## src/rtl/step_run_controller.sv

```systemverilog
// step_run_controller: debounced single-step / divided free-run clock-enable sequencer with PC breakpoint halt.
module step_run_controller #(
  parameter int DEBOUNCE_CYCLES = 1000000,
  parameter int RUN_DIV         = 25000000,
  parameter int CNT_W           = 16
) (
  input  logic             clk,
  input  logic             reset,
  input  logic             step_btn,
  input  logic             run_sw,
  input  logic             bp_en,
  input  logic [31:0]      bp_addr,
  input  logic [31:0]      pc,
  output logic             cpu_step,
  output logic [CNT_W-1:0] step_count,
  output logic             halted,
  output logic [1:0]       state
);
  localparam int DW = $clog2(DEBOUNCE_CYCLES + 1);
  localparam int RW = (RUN_DIV > 2) ? $clog2(RUN_DIV) : 1;
  localparam logic [DW-1:0] DB_LAST = DW'(DEBOUNCE_CYCLES - 1);
  localparam logic [RW-1:0] RATE_LAST = RW'(RUN_DIV - 1);
  typedef enum logic [1:0] {IDLE = 2'b00, STEP = 2'b01, RUN = 2'b10, HALT = 2'b11} state_t;
  state_t state_q, state_d;
  logic [1:0] btn_sync_q, run_sync_q;
  logic btn_prev_q, db_q, db_d, db_prev_q, step_req_q, db_fire, bp_hit, run_s, btn_s;
  logic [DW-1:0] db_cnt_q, db_cnt_d, db_run;
  logic [RW-1:0] rate_q, rate_d;
  logic cpu_step_q, cpu_step_d;
  logic [CNT_W-1:0] step_count_q;
  assign btn_s  = btn_sync_q[1];
  assign run_s  = run_sync_q[1];
  assign bp_hit = bp_en && (pc == bp_addr);
  // Count consecutive cycles the stable synced button disagrees with the debounced level.
  always_comb begin
    db_run   = (btn_s != btn_prev_q) ? '0 : db_cnt_q;
    db_fire  = (btn_s != db_q) && (db_run == DB_LAST);
    db_cnt_d = (btn_s != db_q && !db_fire) ? db_run + DW'(1) : '0;
    db_d     = db_fire ? btn_s : db_q;
  end
  always_comb begin
    state_d    = state_q;
    cpu_step_d = 1'b0;
    rate_d     = '0;
    case (state_q)
      IDLE: begin
        if (run_s) state_d = RUN;
        else if (step_req_q) begin
          state_d    = STEP;
          cpu_step_d = 1'b1;
        end
      end
      STEP: state_d = run_s ? RUN : IDLE;
      RUN: begin
        if (!run_s) state_d = IDLE;
        else if (rate_q == RATE_LAST) begin
          state_d    = bp_hit ? HALT : RUN;
          cpu_step_d = !bp_hit;
        end else rate_d = rate_q + RW'(1);
      end
      HALT: begin
        if (step_req_q) begin
          state_d    = STEP;
          cpu_step_d = 1'b1;
        end
      end
    endcase
  end
  always_ff @(posedge clk or posedge reset) begin
    if (reset) begin
      btn_sync_q   <= '0;
      run_sync_q   <= '0;
      btn_prev_q   <= 1'b0;
      db_cnt_q     <= '0;
      db_q         <= 1'b0;
      db_prev_q    <= 1'b0;
      step_req_q   <= 1'b0;
      rate_q       <= '0;
      state_q      <= IDLE;
      cpu_step_q   <= 1'b0;
      step_count_q <= '0;
    end else begin
      btn_sync_q   <= {btn_sync_q[0], step_btn};
      run_sync_q   <= {run_sync_q[0], run_sw};
      btn_prev_q   <= btn_s;
      db_cnt_q     <= db_cnt_d;
      db_q         <= db_d;
      db_prev_q    <= db_q;
      step_req_q   <= db_q & ~db_prev_q;
      rate_q       <= rate_d;
      state_q      <= state_d;
      cpu_step_q   <= cpu_step_d;
      step_count_q <= step_count_q + CNT_W'(cpu_step_q);
    end
  end
  assign cpu_step   = cpu_step_q;
  assign step_count = step_count_q;
  assign halted     = state_q == HALT;
  assign state      = state_q;
endmodule

```

## config.mk

```make
export PLATFORM = sky130hd
export DESIGN_NAME = step_run_controller
export DESIGN_NICKNAME = d
export VERILOG_FILES = /design/src/rtl/step_run_controller.sv
export SDC_FILE = /design/constraint.sdc
export NUM_CORES = 1
export LEC_CHECK = 0
export CAP_MARGIN = 25
export CORE_ASPECT_RATIO = 0.9
export CORE_MARGIN = 5
export CORE_UTILIZATION = 50
export CTS_CLUSTER_SIZE = 10
export DETAILED_ROUTE_END_ITERATION = 10
export PLACE_DENSITY_LB_ADDON = 0.2
export SLEW_MARGIN = 20
export SYNTH_ARGS = -nofsm -noshare
export SYNTH_HDL_FRONTEND = slang
export SYNTH_SLANG_ARGS = --single-unit
```

## constraint.sdc

```tcl
create_clock -name clk -period 2.6 [get_ports clk]
set_clock_uncertainty 0.05 [all_clocks]
set_input_delay 0.26 -clock clk [delete_from_list [all_inputs] [get_ports clk]]
set_output_delay 0.26 -clock clk [all_outputs]
set_load 0.01 [all_outputs]
```

; After elaboration in Yosys (flattened, before gate mapping)
; Index checks and enable logic that the tools add are counted.
[totals]
reg_bits = 72
inputBits = 69
output_inout_bits = 20
elab_cells = 48
[op_classes]
add_sub_neg = 3
n_eq_ne = 9
muxes = 17
bitwise = 2
n_reduce_logical = 6
[ops]
columns = cell, count
row1 = two-way mux 25 bit, 3
row2 = two-way mux 20 bit, 2
row3 = == test 32 bit, 1
row4 = "adder 25 x 1 -> 25 bit, second input constant", 1
row5 = "== test 25 bit, second input constant", 1
row6 = "adder 20 x 1 -> 20 bit, second input constant", 1
row7 = "== test 20 bit, second input constant", 1
row8 = adder 16 x 1 -> 16 bit, 1
row9 = two-way mux 2 bit, 5
row10 = case mux 2 bit (4 select lines), 1
row11 = two-way mux 1 bit, 5
row12 = "== test 2 bit, second input constant", 2
row13 = logical AND 1 bit, 3
row14 = "!= test 3 bit, second input constant", 1
row15 = case mux 1 bit (3 select lines), 1
row16 = "== test 2 x 1 -> 1 bit, second input constant", 1
row17 = zero test 1 bit, 2
row18 = zero test 2 bit, 1
row19 = != test 1 bit, 2
row20 = AND 1 bit, 1
row21 = NOT 1 bit, 1

; Depth between registers and ports, before layout
[depth]
depth_word = 7
mapped_depth = 9
mapped_depth_nobuf = 7

; Worst setup path after synthesis
; No wires, ideal clock.
[synth_timing]
path_type = register to register
from = register btn_sync_q[1]
to = register db_cnt_q[10]
setup_time_ps = 121
arrival_time_ps = 2036
required_ps = 2429
path_slack_ps = 393
path_stages_with_launch = 10
n_path_buf = 2
period_less_slack_ps = 2207
path_cell_list = dfrtp_1 -> xnor2_1 -> buf_2 -> and2_1 -> ha_1 -> nand3_1 -> nor3_1 -> nand3b_1 -> buf_2 -> nor2_1
[synth_via]
elab_chain_cells = 7
elab_cells_between_ends = 9
classes_between = add/sub (1) / eq/ne (3) / mux (2) / reduce/logical (3)
[synth_rtl]
columns = item, line_no
row1 = start: declaration, 25  ; logic [1:0] btn_sync_q, run_sync_q;
row2 = start signal: assignment, 83  ; btn_sync_q <= {btn_sync_q[0], step_btn};
row3 = "parallel branches: the longest is 6 deep, another holds adder 20 x 1 -> 20 bit", -
row4 = two-way mux 20 bit *, 38  ; db_cnt_d = (btn_s != db_q && !db_fire) ? db_run + DW'(1) : '0;
row5 = named net db_cnt_d[10], 27  ; logic [DW-1:0] db_cnt_q, db_cnt_d, db_run;
row6 = end signal: assignment, 86  ; db_cnt_q <= db_cnt_d;
row7 = end: declaration, 27
; Mark *: on every way through the listed nets, which the timed path passes.
; A chain may end at the register's enable or synchronous reset.

; Worst setup path after layout
[layout_timing]
from = register btn_sync_q[1]
to = register db_cnt_q[9]
; Same word-level chain as after synthesis.

==> impl_results.md <==
* Dominant synthesized flop cell: dfrtp_1
* Cell taking the most area after synthesis: dfrtp_1
* Async set-reset flop share out of synthesis at 100.0%
* Layout fillers at 567
* Clock root buffer: clkbuf_8
* Synth Area in Simple Gates at 24.11%
* Register bit total from synthesis at 72
* Number of synthesized flops with an enable pin at 0
* Register-to-Register Setup Slack at 0.43 ns
* PwrDens at 478.8 nW/um^2
* Slew @ Worst Pin at 0.7170 ns
* Static Leakage at 0.001920 uW
* Post-DP HPWL at between 6000 and 7000 um
* VDD IR-drop max at 353.5 uV
* Adder-cell share of the synthesized area at 1.376%
* Num CTS Buffers at 9
* Port Buffers at a little under 90
* Main area contributors after synthesis: dfrtp_1 (50%), xnor2_1 (17%), nor2_1 (6.2%)
* Area of the core at approximately 7000 um^2
* CP Class: flop to flop
* Antenna cells at 0
* Fraction of layout instances using a drive strength above 1 at 5.591%
* I/O pins at between 80 and 90
* Core Rows at 29
* Post-route setup TNS at 0 ns
* Initial core utilization at 51.41%
* Multi-input logic area at 1750 um^2
* Initial antenna violation count at 0
* Met2 Use GR at 31.67%
* Worst R2R Start: btn_sync_q[1]$_DFF_PP0_
* Iteration-0 DRC Markers at 121
* Met1 usage at between 20% and 30%
* # hold bufs at CTS at 0
* Status: finished, final reports clean
* Pin count of the biggest net entering global routing at 34
* Most common cell in the synthesized netlist: dfrtp_1
* Pins Over Slew Limit at 0
* Final period util at 83.46%
* RePlAce Congestion at 0.8043
* Synthesized area at 3637 um^2
* Mux contribution to synthesized area at 0.3096%
* Hold/Removal Path Class: primary input to async pin
* Min Tclk post-route at 2.170 ns
* Min setup slack post-route at 0.4301 ns
* Hold Vio Cnt, Final at 0
* Yosys warns at 0
* Relative slew slack at 52.13%
* Vias per cell at roughly 5.2
* Die span in y at 90.92 um
* Most used routing layer: met2
* RSZ-0062 raised after global routing: false
* Commonest cells post-synth: dfrtp_1 (72), xnor2_1 (71), nor2_1 (60), nand3_1 (25), nand2_1 (20)
* Crit Path Max Fanout at 15
* Worst R2R Path Depth at 8
* Pre-CTS setup slack at around 0.45 ns
* WL final at 8265 um
* First-pass detailed-route iteration total at 4
* Final nets at 533
* Avg Cell Area, Syn at 10.02 um^2
* Syn nets at 436
* RR Endpoint: db_cnt_q[9]$_DFF_PP0_
* Met3 Use GR at 4.865%
* Die Width at 99.91 um
* Sink Count at 72
* Mapped Cells at 363
* Residual DRC count at 0
* Antenna Nets Post-Route at 0
* Grt total ovfl at 0
* Worst hold margin at 0.2941 ns
* Critical Path RT at 2.79 ns
* Longest Clk Path Bufs at 2
* CP Launch Type: flop
* Gr usage total at 19.20%
* CP Capture Type: flop
* Synth cell types at 31
* Drt wl/cell at 14.81 um
* Setup violators final at 0
* Clock transition at path regs at 0.08 ns
* Synth top area share at between 40% and 50%
* Synth Area in Compound Gates at between 1 and 1.5%
* Worst skew pair latency at approximately 0.35 ns
* DIE AREA at between 9000 and 10000 um^2
* Post-cts sizing count at 0
* Register Area at around 1800 um^2
* Clock tree from TritonCTS: yes
* Via count at 2895
* Area grow syn2layout at 33.57%
* H-Tree Depth at 3
* Max_cap viols at 0
* Sequential area share after synthesis at 49.54%
* Combinational family with the most area after synthesis: simple AND/OR/NAND/NOR gates
* XOR/XNOR Fraction of Synth Area at a little over a fifth
* Max Clk Rate at 460.9 MHz
* Vias in the first global route at 2938
* Setup crit start: btn_sync_q[1]$_DFF_PP0_
* Worst EP arrival at 2.36 ns
* Setup bufs post-CTS at 0
* First-pass GRT wire length at 13920 um
## per-stage QoR
stage / area [um^2] / total power [uW] / util (%) / instances
floorplan: 3637 / 1247 / - / 363
global placement: 4641 / 1379 / 65.59 / 542
detailed placement: 4641 / 1386 / 65.59 / 542
CTS: 4858 / 2351 / 68.66 / 558
global route: 4858 / 2425 / 68.66 / 558
finish: 4858 / 2326 / 68.66 / 558
## cell families after synthesis
family / Yosys count
compound gates: 6
xor+xnor: 88
fa+ha+maj: 4
buf+inv: 18
flops: 72
mux: 1
simple gates: 174
## power by group
part	switching (uW)	internal (uW)	total, uW	leakage (uW)
registers	8.47	1130	1140	0.000989
clock network	426	539	965	0.000106
logic	86.5	138	225	0.000825
## layer usage
metal,part of all wire (%),routed length (um)
met3,5.7,468
met5,0,0
met4,2.2,178
met1,42,3477
met2,50,4140
## placed cells by master (no fill, tap or decap), types with 2 or more instances in the layout
cell type        netlist  layout
clkdlybuf4s50_1        0      88
dfrtp_1               72      72
xnor2_1               71      71
nor2_1                60      60
nand3_1               25      25
nand2_1               20      20
xor2_1                17      17
nand4_1               15      15
nor4_1                12      12
and3_1                10      10
nor3_1                10      10
inv_1                 11      10
clkbuf_8               0       9
and4_1                 5       5
nor2b_1                5       5
ha_1                   4       4
buf_4                  0       4
and2_1                 3       3
nor4b_1                3       3
or3_1                  2       2
o31ai_1                2       2
clkinvlp_4             0       2
clkinv_2               0       2
bufinv_16              0       2
## how the worst max path moves through the flow
stage | to | slack [ns]
2_1_floorplan | db_cnt_q[10]$_DFF_PP0_ | 0.39
3_3_place_gp | db_cnt_q[18]$_DFF_PP0_ | 0.59
3_5_place_dp | db_cnt_q[17]$_DFF_PP0_ | 0.45
4_1_cts | db_cnt_q[4]$_DFF_PP0_ | 0.45
5_1_grt | db_cnt_q[16]$_DFF_PP0_ | 0.30
6_report | db_cnt_q[9]$_DFF_PP0_ | 0.43
## final cells by class
class | instances | area share, %
well taps | 93 | 2.395
flip-flops and latches | 72 | 37.08
clock buffers | 9 | 2.550
multi-input cells | 273 | 36.03
clock inverters | 7 | 1.931
inverters | 11 | 0.8499
repair buffers | 93 | 19.16
## critical path, cell delays in order (launching register included)
cell	delay, ns
dfrtp_1	0.42
xnor2_1	0.26
and2_1	0.19
ha_1	0.23
nand3_1	0.16
nor3_1	0.29
nand3b_1	0.16
buf_4	0.22
nor2_1	0.07
## registers in the layout, summed over array words and instances, names as in the netlist
| name | count |
|---|---|
| btn_prev_q | 1 |
| step_count | 16 |
| state | 2 |
| step_req_q | 1 |
| db_cnt_q | 20 |
| run_sync_q | 2 |
| db_q | 1 |
| btn_sync_q | 2 |
| rate_q | 25 |
| cpu_step | 1 |
| db_prev_q | 1 |
No activity file was read; power rests on OpenSTA's default activity.
